--- src/rtl/n1_dsp_agu.sv ---
// rtl/n1_dsp_agu.sv - CH-channel up/down stack address generator with full/empty and sticky ovf/unf flags
// Optional high-water mark per channel when N1_AGU_HWM_EN is defined.
module n1_dsp_agu #(
    parameter int              SP_WIDTH = 12,
    parameter int              CH       = 2,
    parameter logic [CH-1:0]   GROW_UP  = 2'b10
) (
    input  logic                   clk_i,
    input  logic                   async_rst_i,
    input  logic [CH-1:0]          agu_psh_i,
    input  logic [CH-1:0]          agu_pul_i,
    input  logic [CH-1:0]          agu_rst_i,
    output logic [CH*SP_WIDTH-1:0] agu_lsp_o,
    output logic [CH*SP_WIDTH-1:0] agu_lvl_o,
    output logic [CH-1:0]          agu_empty_o,
    output logic [CH-1:0]          agu_full_o,
    output logic [CH-1:0]          agu_ovf_o,
    output logic [CH-1:0]          agu_unf_o,
    output logic [CH*SP_WIDTH-1:0] agu_hwm_o
);

    localparam logic [SP_WIDTH-1:0] LVL_MAX = '1;
    localparam logic [SP_WIDTH-1:0] LVL_ONE = SP_WIDTH'(1);

    for (genvar i = 0; i < CH; i++) begin : g_ch
        logic [SP_WIDTH-1:0] lvl_q, lvl_d;
        logic                ovf_q, ovf_d;
        logic                unf_q, unf_d;
        logic                full, empty;

        assign full  = (lvl_q == LVL_MAX);
        assign empty = (lvl_q == '0);

        // Simultaneous push and pull replaces the top entry, so depth and flags stay put.
        always_comb begin
            lvl_d = lvl_q;
            ovf_d = ovf_q;
            unf_d = unf_q;
            if (agu_rst_i[i]) begin
                lvl_d = '0;
                ovf_d = 1'b0;
                unf_d = 1'b0;
            end else if (agu_psh_i[i] && agu_pul_i[i]) begin
                lvl_d = lvl_q;
            end else if (agu_psh_i[i]) begin
                if (full) ovf_d = 1'b1;
                else      lvl_d = lvl_q + LVL_ONE;
            end else if (agu_pul_i[i]) begin
                if (empty) unf_d = 1'b1;
                else       lvl_d = lvl_q - LVL_ONE;
            end
        end

        always_ff @(posedge clk_i or negedge async_rst_i) begin
            if (!async_rst_i) begin
                lvl_q <= '0;
                ovf_q <= 1'b0;
                unf_q <= 1'b0;
            end else begin
                lvl_q <= lvl_d;
                ovf_q <= ovf_d;
                unf_q <= unf_d;
            end
        end

        assign agu_lsp_o[i*SP_WIDTH +: SP_WIDTH] = GROW_UP[i] ? lvl_q : ~lvl_q;
        assign agu_lvl_o[i*SP_WIDTH +: SP_WIDTH] = lvl_q;
        assign agu_empty_o[i]                    = empty;
        assign agu_full_o[i]                     = full;
        assign agu_ovf_o[i]                      = ovf_q;
        assign agu_unf_o[i]                      = unf_q;

`ifdef N1_AGU_HWM_EN
        logic [SP_WIDTH-1:0] hwm_q, hwm_d;

        always_comb begin
            hwm_d = hwm_q;
            if (agu_rst_i[i])        hwm_d = '0;
            else if (lvl_d > hwm_q)  hwm_d = lvl_d;
        end

        always_ff @(posedge clk_i or negedge async_rst_i) begin
            if (!async_rst_i) hwm_q <= '0;
            else              hwm_q <= hwm_d;
        end

        assign agu_hwm_o[i*SP_WIDTH +: SP_WIDTH] = hwm_q;
`else
        assign agu_hwm_o[i*SP_WIDTH +: SP_WIDTH] = '0;
`endif
    end

endmodule

--- config.mk ---
export PLATFORM = sky130hd
export DESIGN_NAME = n1_dsp_agu
export DESIGN_NICKNAME = d
export VERILOG_FILES = /design/src/rtl/n1_dsp_agu.sv
export SDC_FILE = /design/constraint.sdc
export NUM_CORES = 1
export LEC_CHECK = 0
export BUFFER_PORTS_ARGS = -buffer_cell sky130_fd_sc_hd__buf_2
export CORE_MARGIN = 2
export CORE_UTILIZATION = 52
export DETAILED_ROUTE_END_ITERATION = 8
export HOLD_SLACK_MARGIN = 0.05
export PLACE_DENSITY = 0.91
export SYNTH_ARGS = -nofsm -noshare
export SYNTH_HDL_FRONTEND = slang
export SYNTH_SLANG_ARGS = --single-unit
--- constraint.sdc ---
create_clock -name clk_i -period 2.7 [get_ports clk_i]
set_input_delay 0.54 -clock clk_i [delete_from_list [all_inputs] [get_ports clk_i]]
set_output_delay 0.54 -clock clk_i [all_outputs]
set_load 0.05 [all_outputs]
**After elaboration in Yosys (flattened, before gate mapping)**

Index checks and enable logic that the tools add are counted.

- Bitwise gates (word level): 1
- Equality and inequality tests: 10
- Div/mod/pow operators: 0
- Multiply operators: 0
- Add/subtract/negate cells: 4
- Magnitude comparators: 0
- Mux-type cells: 30
- Shift-type cells: 0
- Reductions and logical operators: 20

Operator list:

| operator | count |
|---|---|
| $mux W12 | 12 |
| $add A12 B1 Y12 const B | 2 |
| $eq A12 B12 Y1 const B | 2 |
| $logic_not A12 Y1 | 2 |
| $sub A12 B1 Y12 const B | 2 |
| $mux W1 | 18 |
| $reduce_and A4 Y1 | 4 |
| $reduce_bool A2 Y1 | 8 |
| $ne A3 B3 Y1 const B | 4 |
| $not A12 Y12 | 1 |
| $reduce_and A3 Y1 | 2 |
| $reduce_bool A3 Y1 | 2 |
| $ne A2 B1 Y1 const B | 2 |
| $ne A2 B2 Y1 const B | 2 |
| $logic_and A1 B1 Y1 | 2 |

- Flip-flop bits (word level): 28
- Memories: 0
- Logic and storage cells: 71
- Output and inout bits: 80
- Bits in latches: 0
- Input bits: 8
- Bits in writable memories: 0
- ROM bits: 0

**Logic depth before layout (Yosys ltp)**

Gate-level depths: netlist of run 1.

- Depth in word-level cells: 6
- Depth in mapped cells: 8
- Gate-level depth less buffers: 8

**Worst setup path after synthesis of run 1**

OpenSTA, ideal clock, no wires.

- Path kind: register to register
- Start: register g_ch[0].lvl_q[0]
- End: register g_ch[0].lvl_q[10]
- Arrival: 2549 ps
- Library setup time: 105 ps
- Setup slack: 47 ps
- Clock period less this slack: 2653 ps
- Buffers on the path: 0
- Cell stages (with the launch flop): 9
- Cells stage by stage: dfrtp_1 inv_1 fa_1 nor2b_1 o21ai_1 a21oi_1 o211ai_1 a2111o_1 o311ai_1

- Longest elaborated chain between the ends: 6
- Elaborated cells on any way between the ends: 13
- Those cells by class: 2 x add/sub; 3 x eq/ne; 6 x mux; 2 x reduce/logical

RTL lines:

| element | line | RTL |
|---|---|---|
| from (decl) | 26 | `logic [SP_WIDTH-1:0] lvl_q, lvl_d;` |
| from (signal assigned) | 60 | `lvl_q <= lvl_d;` |
| $sub A12 B1 Y12 | 50 | `else lvl_d = lvl_q - LVL_ONE;` |
| $mux W12 | 49 | `if (empty) unf_d = 1'b1;` |
| $mux W12 | 48 | `end else if (agu_pul_i[i]) begin` |
| $mux W12 | 45 | `end else if (agu_psh_i[i]) begin` |
| $mux W12 | 43 | `end else if (agu_psh_i[i] && agu_pul_i[i]) begin` |
| $mux W12 | 39 | `if (agu_rst_i[i]) begin` |

Parallel ways exist; a longest one is shown, timed or not. The select of a mux whose other input is x is not followed.
A chain may end at the register's enable or synchronous reset.

**Worst setup path in the final report of run 1**

- Start: register g_ch[1].lvl_q[0]
- End: register g_ch[1].lvl_q[10]

- Longest elaborated chain between the ends: 6
- Elaborated cells on any way between the ends: 13
- Those cells by class: 2 x add/sub; 3 x eq/ne; 6 x mux; 2 x reduce/logical

RTL lines:

| element | line |
|---|---|
| from (decl) | 26 |
| from (signal assigned) | 60 |
| $sub A12 B1 Y12 | 50 |
| $mux W12 | 49 |
| $mux W12 | 48 |
| $mux W12 | 45 |
| $mux W12 | 43 |
| $mux W12 | 39 |

Parallel ways exist; a longest one is shown, timed or not. The select of a mux whose other input is x is not followed.

==> results of run 1 <==
[state kept, by name, indices dropped and copies added (netlist names)]
signal	flops
g_ch.lvl_q	24
g_ch.ovf_q	2
g_ch.unf_q	2
[area by class of cell]
class	instances	area (um2)	share of cell area
well taps	67	83.83	0.02961
repair buffers	66	337.8	0.1193
multi-input cells	240	1575	0.5563
inverters	21	78.83	0.02784
clock buffers	4	55.05	0.01944
flip-flops and latches	28	700.7	0.2475
[routing by layer]
metal | vias to the layer above | part of all wire | track usage
met5 | - | 0 | 0
met4 | 0 | 0.022 | 0.09357
met3 | 17 | 0.084 | 0.02544
met2 | 134 | 0.46 | 0.3606
met1 | 1139 | 0.43 | 0.3229
li1 | 1163 | - | -
[logic make-up after synthesis]
| kind of cell | count (synthesis) | share of synthesized area |
|---|---|---|
| compound gates | 77 | 0.1978 |
| other cells | 1 | 0.001422 |
| fa+ha+maj | 22 | 0.1101 |
| simple gates | 106 | 0.2178 |
| mux | 2 | 0.007590 |
| buf+inv | 71 | 0.1698 |
| flops | 28 | 0.2657 |
| xor+xnor | 9 | 0.02989 |
[where the power goes]
part | leakage [nW] | total [mW] | internal (mW) | switching [mW]
clock network | 0.0288 | 0.277 | 0.131 | 0.146
logic | 1.04 | 1.32 | 0.362 | 0.957
registers | 0.375 | 0.586 | 0.480 | 0.107
total | 1.44 | 2.18 | 0.973 | 1.21
[placed cells by master (no fill, tap or decap), types with 4 or more instances in the layout]
cell type and count:
a211oi_1 4, a31oi_1 4, buf_2 63, dfrtp_1 28, xnor2_1 6, nand2_1 24, ha_1 20, nor2_1 21
nor4_1 7, nand4_1 10, clkbuf_8 4, a21oi_1 24, nor2b_1 6, conb_1 24, nand3_1 4, a21o_1 6
nor3_1 14, inv_1 20, o21a_1 5, o21ai_0 10
[through the flow]
stage	util	total power, mW	hold slack, ns
2_1_floorplan	-	1.708	0.2444
3_3_place_gp	0.5764	1.861	0.4724
3_5_place_dp	0.5764	1.891	0.4871
4_1_cts	0.5878	2.172	0.2976
5_1_grt	0.5878	2.297	0.3261
6_report	0.5878	2.182	0.2643
[final timing paths]
path	startpoint	to	slack, ns	depth (start not counted)
setup / recovery	g_ch[1].lvl_q[0]	g_ch[1].lvl_q[10]	0.31	8
hold / removal	async_rst_i	g_ch[0].ovf_q	0.26	1
setup reg to reg	g_ch[1].lvl_q[0]	g_ch[1].lvl_q[10]	0.31	8
hold reg to reg	g_ch[1].unf_q	g_ch[1].unf_q	0.51	2
max in group asynchronous	async_rst_i	g_ch[0].unf_q	2.01	1
min in group clk_i	g_ch[1].unf_q	g_ch[1].unf_q	0.51	2
==> results.toml, run 1 <==
[outcome]
status = "completed"

[sta]
relSlewSlack = 0.5698
fmax_ghz = 0.4185
setup_viol = 0
setup_tns_ns = 0
drv_slew = 0
period_needed_ns = 2.390
timing.final.crit_share = 0.8851
hold_viol_final = 0
worst_pin_slew_ns = 0.6453
fin_worst_skew_ns = 0.004471
rsz0062_at_grt = "no"
setup_ws_ns = 0.3102

[finish]
final_cells = 426
fillerInstances = 459
fin_area_mm2 = 0.002831
nets = 390
diodes = 0
drive_gt1_frac = 0.2312
area_growth_pct = 7.353

[synth]
synth-edff-count = 0
syn_avg_cell_area_um2 = 8.347
synth_top_cells_by_count = "buf_4 (46), dfrtp_1 (28), a21oi_1 (24), nand2_1 (24), nor2_1 (21)"
synthArstFlopShare = 1.000
post-synth-top-count-cell = "buf_4"
synth_top_cell_by_area = "dfrtp_1"
synth_cell_type_count = 61
synth.yosys.seq_area_share = 0.2657
synthesis.area_mm2 = 0.002638
synth.area.top_cells = "dfrtp_1 (27%), buf_4 (13%), ha_1 (9.5%)"
ys_seq_elements = 28
synth_warnings = 0
synth_ff_type = "dfrtp_1"
synth_top_area_share = 0.2657
syn_inst = 316

[routing]
vias = 2453
vias_per_cell = 5.758
drt_iter0_drc = 246
wl_per_cell_um = 15.02
totalWireLength_um = 6398
drc = 0
dr.pass1.iters = 4
antenna_left = 0

[clocking]
numCtsBuffers = 3
clockRootBuffer = "clkbuf_8"
cts_setup_buffers = 0
tritoncts = "built"
clkTransAtPathRegs_ns = 0.11
clk-insertion-delay-late_ns = 0.28
htreeDepth = 1
clock-sinks = 28
clockBufferDepth = 2
cts_hold_buffers = 0
cts_resized = 0

[critical_path]
crit_buf_inv = 1
cp.arrival_ns = 2.58
worstSetupPathType = "register to register"
crit_chain = "inv_1 -> fa_1 -> nor2b_1 -> o31a_1 -> o32ai_1 -> nand3b_1 -> a2111o_1 -> o311ai_1"
cp_slowest_cell = "dfrtp_1"
path_delay_family = "compound AO/OA/AOI/OAI gates"
cp_max_fo = 7
cp-end-kind = "register"
cpPeakStageDelay_ns = 0.52
crit_required_ns = 2.89
cp-start-kind = "register"

[place]
postPlaceCellArea_mm2 = 0.002776
io_buffers = 63
placedCellCount = 422
pre_cts_ws_ns = 0.1223
hpwlAfterDp_um = 4672
finalWeightedCongestion = 0.9164

[floorplanning]
start_util = 0.5475
die_h_um = 75.22
rows = 25
die_area_mm2 = 0.005658
core_area_mm2 = 0.004817
die_width_um = 75.22
io_pins = 88

[power]
power_per_cell_area_mw_per_mm2 = 770.5
leakage_nw = 1.442
ir_drop_v = 0.0003468

[min_path]
hold_class = "primary input to async pin"

[global_route]
grt_overflow = 0
grt_antenna_before_repair = 0
grtUsageTotal = 0.2297
grt_pass1_wl_um = 10180
grt_max_degree = 29
grt_pass1_vias = 2170

[job]
maxCapViolCount = 0
(Power assumes the default switching activity.)
==> run 2: changes to the inputs <==
--- a/config.mk
+++ b/config.mk
@@ -6,8 +6,10 @@
 export NUM_CORES = 1
 export LEC_CHECK = 0
 export BUFFER_PORTS_ARGS = -buffer_cell sky130_fd_sc_hd__buf_2
+export CORE_ASPECT_RATIO = 1.2
 export CORE_MARGIN = 2
 export CORE_UTILIZATION = 52
+export CTS_CLUSTER_SIZE = 20
 export DETAILED_ROUTE_END_ITERATION = 8
 export HOLD_SLACK_MARGIN = 0.05
 export PLACE_DENSITY = 0.91
==> results.toml, run 2 (synthesis gave the netlist of run 1 again) <==
[critical_path]
path_delay_family = "compound AO/OA/AOI/OAI gates"
cp-start-kind = "register"
cp_max_fo = 7
cpPeakStageDelay_ns = 0.50
worstSetupPathType = "register to register"
cp_slowest_cell = "dfrtp_1"
startpoint = "g_ch[1].lvl_q[0]"
cp-end-kind = "register"
crit_required_ns = 2.89
crit_buf_inv = 1
timing.rr.start = "g_ch[1].lvl_q[0]"
cp.arrival_ns = 2.57
crit_chain = "inv_1 -> fa_1 -> nor2b_1 -> o31a_1 -> o32ai_1 -> nand3b_1 -> a2111o_1 -> o311ai_1"

[finish]
fillerInstances = 466
area_growth_pct = 7.637
final_common_cell = "buf_2"
diodes = 0
top_register = "g_ch.lvl_q"
mostFrequentLayoutCells = "buf_2 (63), dfrtp_1 (28), nand2_1 (24), a21oi_1 (24), conb_1 (24)"
drive_gt1_frac = 0.2312
fin_area_mm2 = 0.002839
nets = 390
largest_registers = "g_ch.lvl_q x24, g_ch.ovf_q x2, g_ch.unf_q x2"
largest_reg_flops = 24
fin_util = 0.5788

[routing]
antenna_left = 0
wl_per_cell_um = 14.57
totalWireLength_um = 6105
drt_iter0_drc = 149
vias_per_cell = 5.821
dr.pass1.iters = 4
drc = 0
vias = 2439

[sta]
worst_pin_slew_ns = 0.6524
period_needed_ns = 2.384
fmax_ghz = 0.4194
rsz0062_at_grt = "no"
fin_worst_skew_ns = 0.001785
setup_tns_ns = 0
drv_slew = 0
relSlewSlack = 0.5651
timing.final.crit_share = 0.8831
setup_viol = 0
hold_viol_final = 0

[clocking]
clockBufferDepth = 2
cts_hold_buffers = 0
clk-insertion-delay-late_ns = 0.28
clockRootBuffer = "clkbuf_8"
clock-sinks = 28
cts_setup_buffers = 0
clkTransAtPathRegs_ns = 0.10
htreeDepth = 1
cts_resized = 0
numCtsBuffers = 3
tritoncts = "built"

[min_path]
hold_class = "primary input to async pin"

[outcome]
status = "completed"

[power]
leakage_nw = 1.449
power_per_cell_area_mw_per_mm2 = 786.6
ir_drop_v = 0.0004235

[global_route]
grt_pass1_vias = 2243
grtUsageTotal = 0.2148
grt_pass1_wl_um = 10060
grt_max_degree = 29
grt_antenna_before_repair = 0
grt_overflow = 0

[place]
finalWeightedCongestion = 0.9662
io_buffers = 63
postPlaceCellArea_mm2 = 0.002768
hpwlAfterDp_um = 4663

[floorplanning]
core_area_mm2 = 0.004905
rows = 28
die_width_um = 69.02
die_area_mm2 = 0.005660
io_pins = 88
start_util = 0.5378
die_h_um = 82.02

[job]
maxCapViolCount = 0
run 2: cell types whose count changed in the layout (fill, tap and decap cells not counted), sizes merged:
cell,before,now
clkbuf,4,3
bufinv,0,1
run 2: worst paths after layout:
check	slack, ns	end	cells after the start
worst max register to register	0.32	g_ch[1].lvl_q[10]	8
min in group clk_i	0.52	g_ch[0].unf_q	2
worst min register to register	0.52	g_ch[0].unf_q	2
worst max-delay path	0.32	g_ch[1].lvl_q[10]	8
max in group asynchronous	2.01	g_ch[0].lvl_q[9]	1
worst min-delay path	0.27	g_ch[1].lvl_q[1]	1
run 2: layer usage:
metal	wire length [um]	global-route usage	up-vias
li1	-	-	1160
met1	2514	0.2498	1147
met2	3057	0.3990	116
met3	388	0.02454	16
met4	145	0.09804	0
met5	0	0	-
run 2: report_power, final:
part	switching (mW)	internal (mW)	total (mW)
Combinational	0.947	0.361	1.31
Sequential	0.107	0.480	0.587
Clock	0.139	0.199	0.338
Total	1.19	1.04	2.23
run 2: layout make-up:
cell class,instances,area [um2],area share
clock buffer,3,41.29,0.01454
multi-input combinational,240,1575,0.5549
clock inverter,1,30.03,0.01058
sequential,28,700.7,0.2468
timing repair buffer,66,337.8,0.1190
tap,60,75.07,0.02644
inverter,21,78.83,0.02777
run 2: through the flow:
| stage | setup slack (ns) | hold slack, ns | total power [mW] | cells |
|---|---|---|---|---|
| 2_1_floorplan | 0.04660 | 0.2444 | 1.708 | 339 |
| 3_3_place_gp | 0.1904 | 0.4810 | 1.862 | 415 |
| 3_5_place_dp | 0.1251 | 0.4966 | 1.889 | 415 |
| 4_1_cts | 0.3315 | 0.2909 | 2.229 | 419 |
| 5_1_grt | 0.1662 | 0.3277 | 2.358 | 419 |
| 6_report | 0.3156 | 0.2731 | 2.233 | 419 |
==> run 3: changes to the inputs <==
--- a/config.mk
+++ b/config.mk
@@ -12,7 +12,7 @@
 export CTS_CLUSTER_SIZE = 20
 export DETAILED_ROUTE_END_ITERATION = 8
 export HOLD_SLACK_MARGIN = 0.05
-export PLACE_DENSITY = 0.91
+export PLACE_DENSITY = 0.82
 export SYNTH_ARGS = -nofsm -noshare
 export SYNTH_HDL_FRONTEND = slang
 export SYNTH_SLANG_ARGS = --single-unit
==> constraint.sdc (replaced) <==
create_clock -name clk_i -period 2.4 [get_ports clk_i]
set_input_delay 0.48 -clock clk_i [delete_from_list [all_inputs] [get_ports clk_i]]
set_output_delay 0.48 -clock clk_i [all_outputs]
set_load 0.05 [all_outputs]
==> results.toml, run 3 (synthesis gave the netlist of run 1 again) <==
[outcome]
status = "completed"

[finish]
final_cells = 434
fin_util = 0.6048
diodes = 0
top_register = "g_ch.lvl_q"
final_common_cell = "buf_2"
drive_gt1_frac = 0.2807
mostFrequentLayoutCells = "buf_2 (63), nand2_1 (24), a21oi_1 (24), conb_1 (24), dfrtp_1 (24)"
largest_reg_flops = 24
nets = 405
largest_registers = "g_ch.lvl_q x24, g_ch.ovf_q x2, g_ch.unf_q x2"
area_growth_pct = 12.48

[clocking]
tritoncts = "built"
numCtsBuffers = 3
cts_resized = 0
clockRootBuffer = "clkbuf_8"
cts_hold_buffers = 0
cts_setup_buffers = 0
clk-insertion-delay-late_ns = 0.28
htreeDepth = 1
clockBufferDepth = 2
clkTransAtPathRegs_ns = 0.11
clock-sinks = 28

[min_path]
hold_class = "primary input to async pin"

[critical_path]
cpPeakStageDelay_ns = 0.39
crit_buf_inv = 2
ff2ff_path_depth = 7
cp-end-kind = "primary output"
r2r_slack_ns = 0.11
path_delay_family = "simple AND/OR/NAND/NOR gates"
worstSetupPathType = "register to primary output"
r2r_end = "g_ch[1].lvl_q[11]"
cp.arrival_ns = 1.84
crit_required_ns = 1.92
cp_max_fo = 6
cp-start-kind = "register"
cp_slowest_cell = "dfrtp_1"
crit_chain = "buf_4 -> nor4_1 -> and3_1 -> buf_2"
timing.rr.start = "g_ch[1].lvl_q[2]"
startpoint = "g_ch[1].lvl_q[0]"

[global_route]
grt_pass1_vias = 2221
grt_pass1_wl_um = 10410
grt_overflow = 0
grt_antenna_before_repair = 0
grtUsageTotal = 0.2231
grt_max_degree = 29

[power]
seqPwrFrac = 0.250
power_per_cell_area_mw_per_mm2 = 874.4
p_sw_mw = 1.374
combPwrFrac = 0.598
p_sw_frac = 0.5296
power_frac_clock = 0.152
p_int_mw = 1.220
p_total_mw = 2.594
leakage_nw = 1.515
ir_drop_v = 0.0004778

[routing]
vias_per_cell = 5.661
totalWireLength_um = 6434
drc = 0
antenna_left = 0
drt_iter0_drc = 153
dr.pass1.iters = 4
vias = 2457
wl_per_cell_um = 14.82

[sta]
setup_tns_ns = 0
setup_viol = 0
worst_pin_slew_ns = 0.6876
timing.final.crit_share = 0.9652
rsz0062_at_grt = "no"
drv_slew = 0
fmax_ghz = 0.4317
hold_viol_final = 0
relSlewSlack = 0.5416
whs_ns = 0.2131
fin_worst_skew_ns = 0.002493
period_needed_ns = 2.316

[place]
finalWeightedCongestion = 0.8987
hpwlAfterDp_um = 4900
io_buffers = 63
placedCellCount = 430

[floorplanning]
io_pins = 88
die_width_um = 69.02
die_area_mm2 = 0.005660
core_area_mm2 = 0.004905
rows = 28
die_h_um = 82.02
start_util = 0.5378

[job]
maxCapViolCount = 0
run 3: cell type report:
cell class                      count  area [um2]
Tap cell                           60       75.07
Sequential cell                    28       705.7
Timing Repair Buffer               81       450.4
Inverter                           21       82.58
Multi-Input combinational cell    240        1582
Clock inverter                      1       30.03
Fill cell                         450        1938
Clock buffer                        3       41.29
run 3: stage by stage:
stage	setup WS, ns	area, um2
2_1_floorplan	-0.05334	2733
3_3_place_gp	0.008301	2889
6_report	0.08359	2967
5_1_grt	0.007003	2967
4_1_cts	0.09661	2960
3_5_place_dp	-0.08082	2889
run 3: worst max path at each step:
stage | to | slack [ns] | cells past startpoint
6_report | agu_empty_o[1] | 0.08 | 4
5_1_grt | g_ch[1].lvl_q[11] | 0.007 | 7
4_1_cts | agu_empty_o[1] | 0.1 | 4
3_5_place_dp | g_ch[1].lvl_q[11] | -0.08 | 9
3_3_place_gp | g_ch[1].lvl_q[11] | 0.008 | 9
2_1_floorplan | g_ch[0].lvl_q[10] | -0.05 | 8
run 3: worst reg2reg max path, cell delays in order (launching register included):
cell	delay, ns
dfrtp_2	0.47
ha_1	0.35
and3_4	0.18
a221o_1	0.37
o31a_1	0.34
mux2i_2	0.18
a21o_2	0.23
a21oi_2	0.11
run 3: power groups by stage:
stage / logic (mW) / registers [mW] / clock network (mW)
floorplan: 1.05 / 0.873 / 0
global placement: 1.51 / 0.651 / 0
detailed placement: 1.54 / 0.655 / 0
CTS: 1.55 / 0.646 / 0.394
global route: 1.67 / 0.661 / 0.409
finish: 1.55 / 0.649 / 0.394
run 3: layer usage:
| metal | part of all wire | vias up | GRT usage |
|---|---|---|---|
| li1 | - | 1196 | - |
| met1 | 0.43 | 1179 | 0.2813 |
| met2 | 0.52 | 78 | 0.4125 |
| met3 | 0.048 | 4 | 0.01840 |
| met4 | 0.0081 | 0 | 0.06078 |
| met5 | 0 | - | 0 |
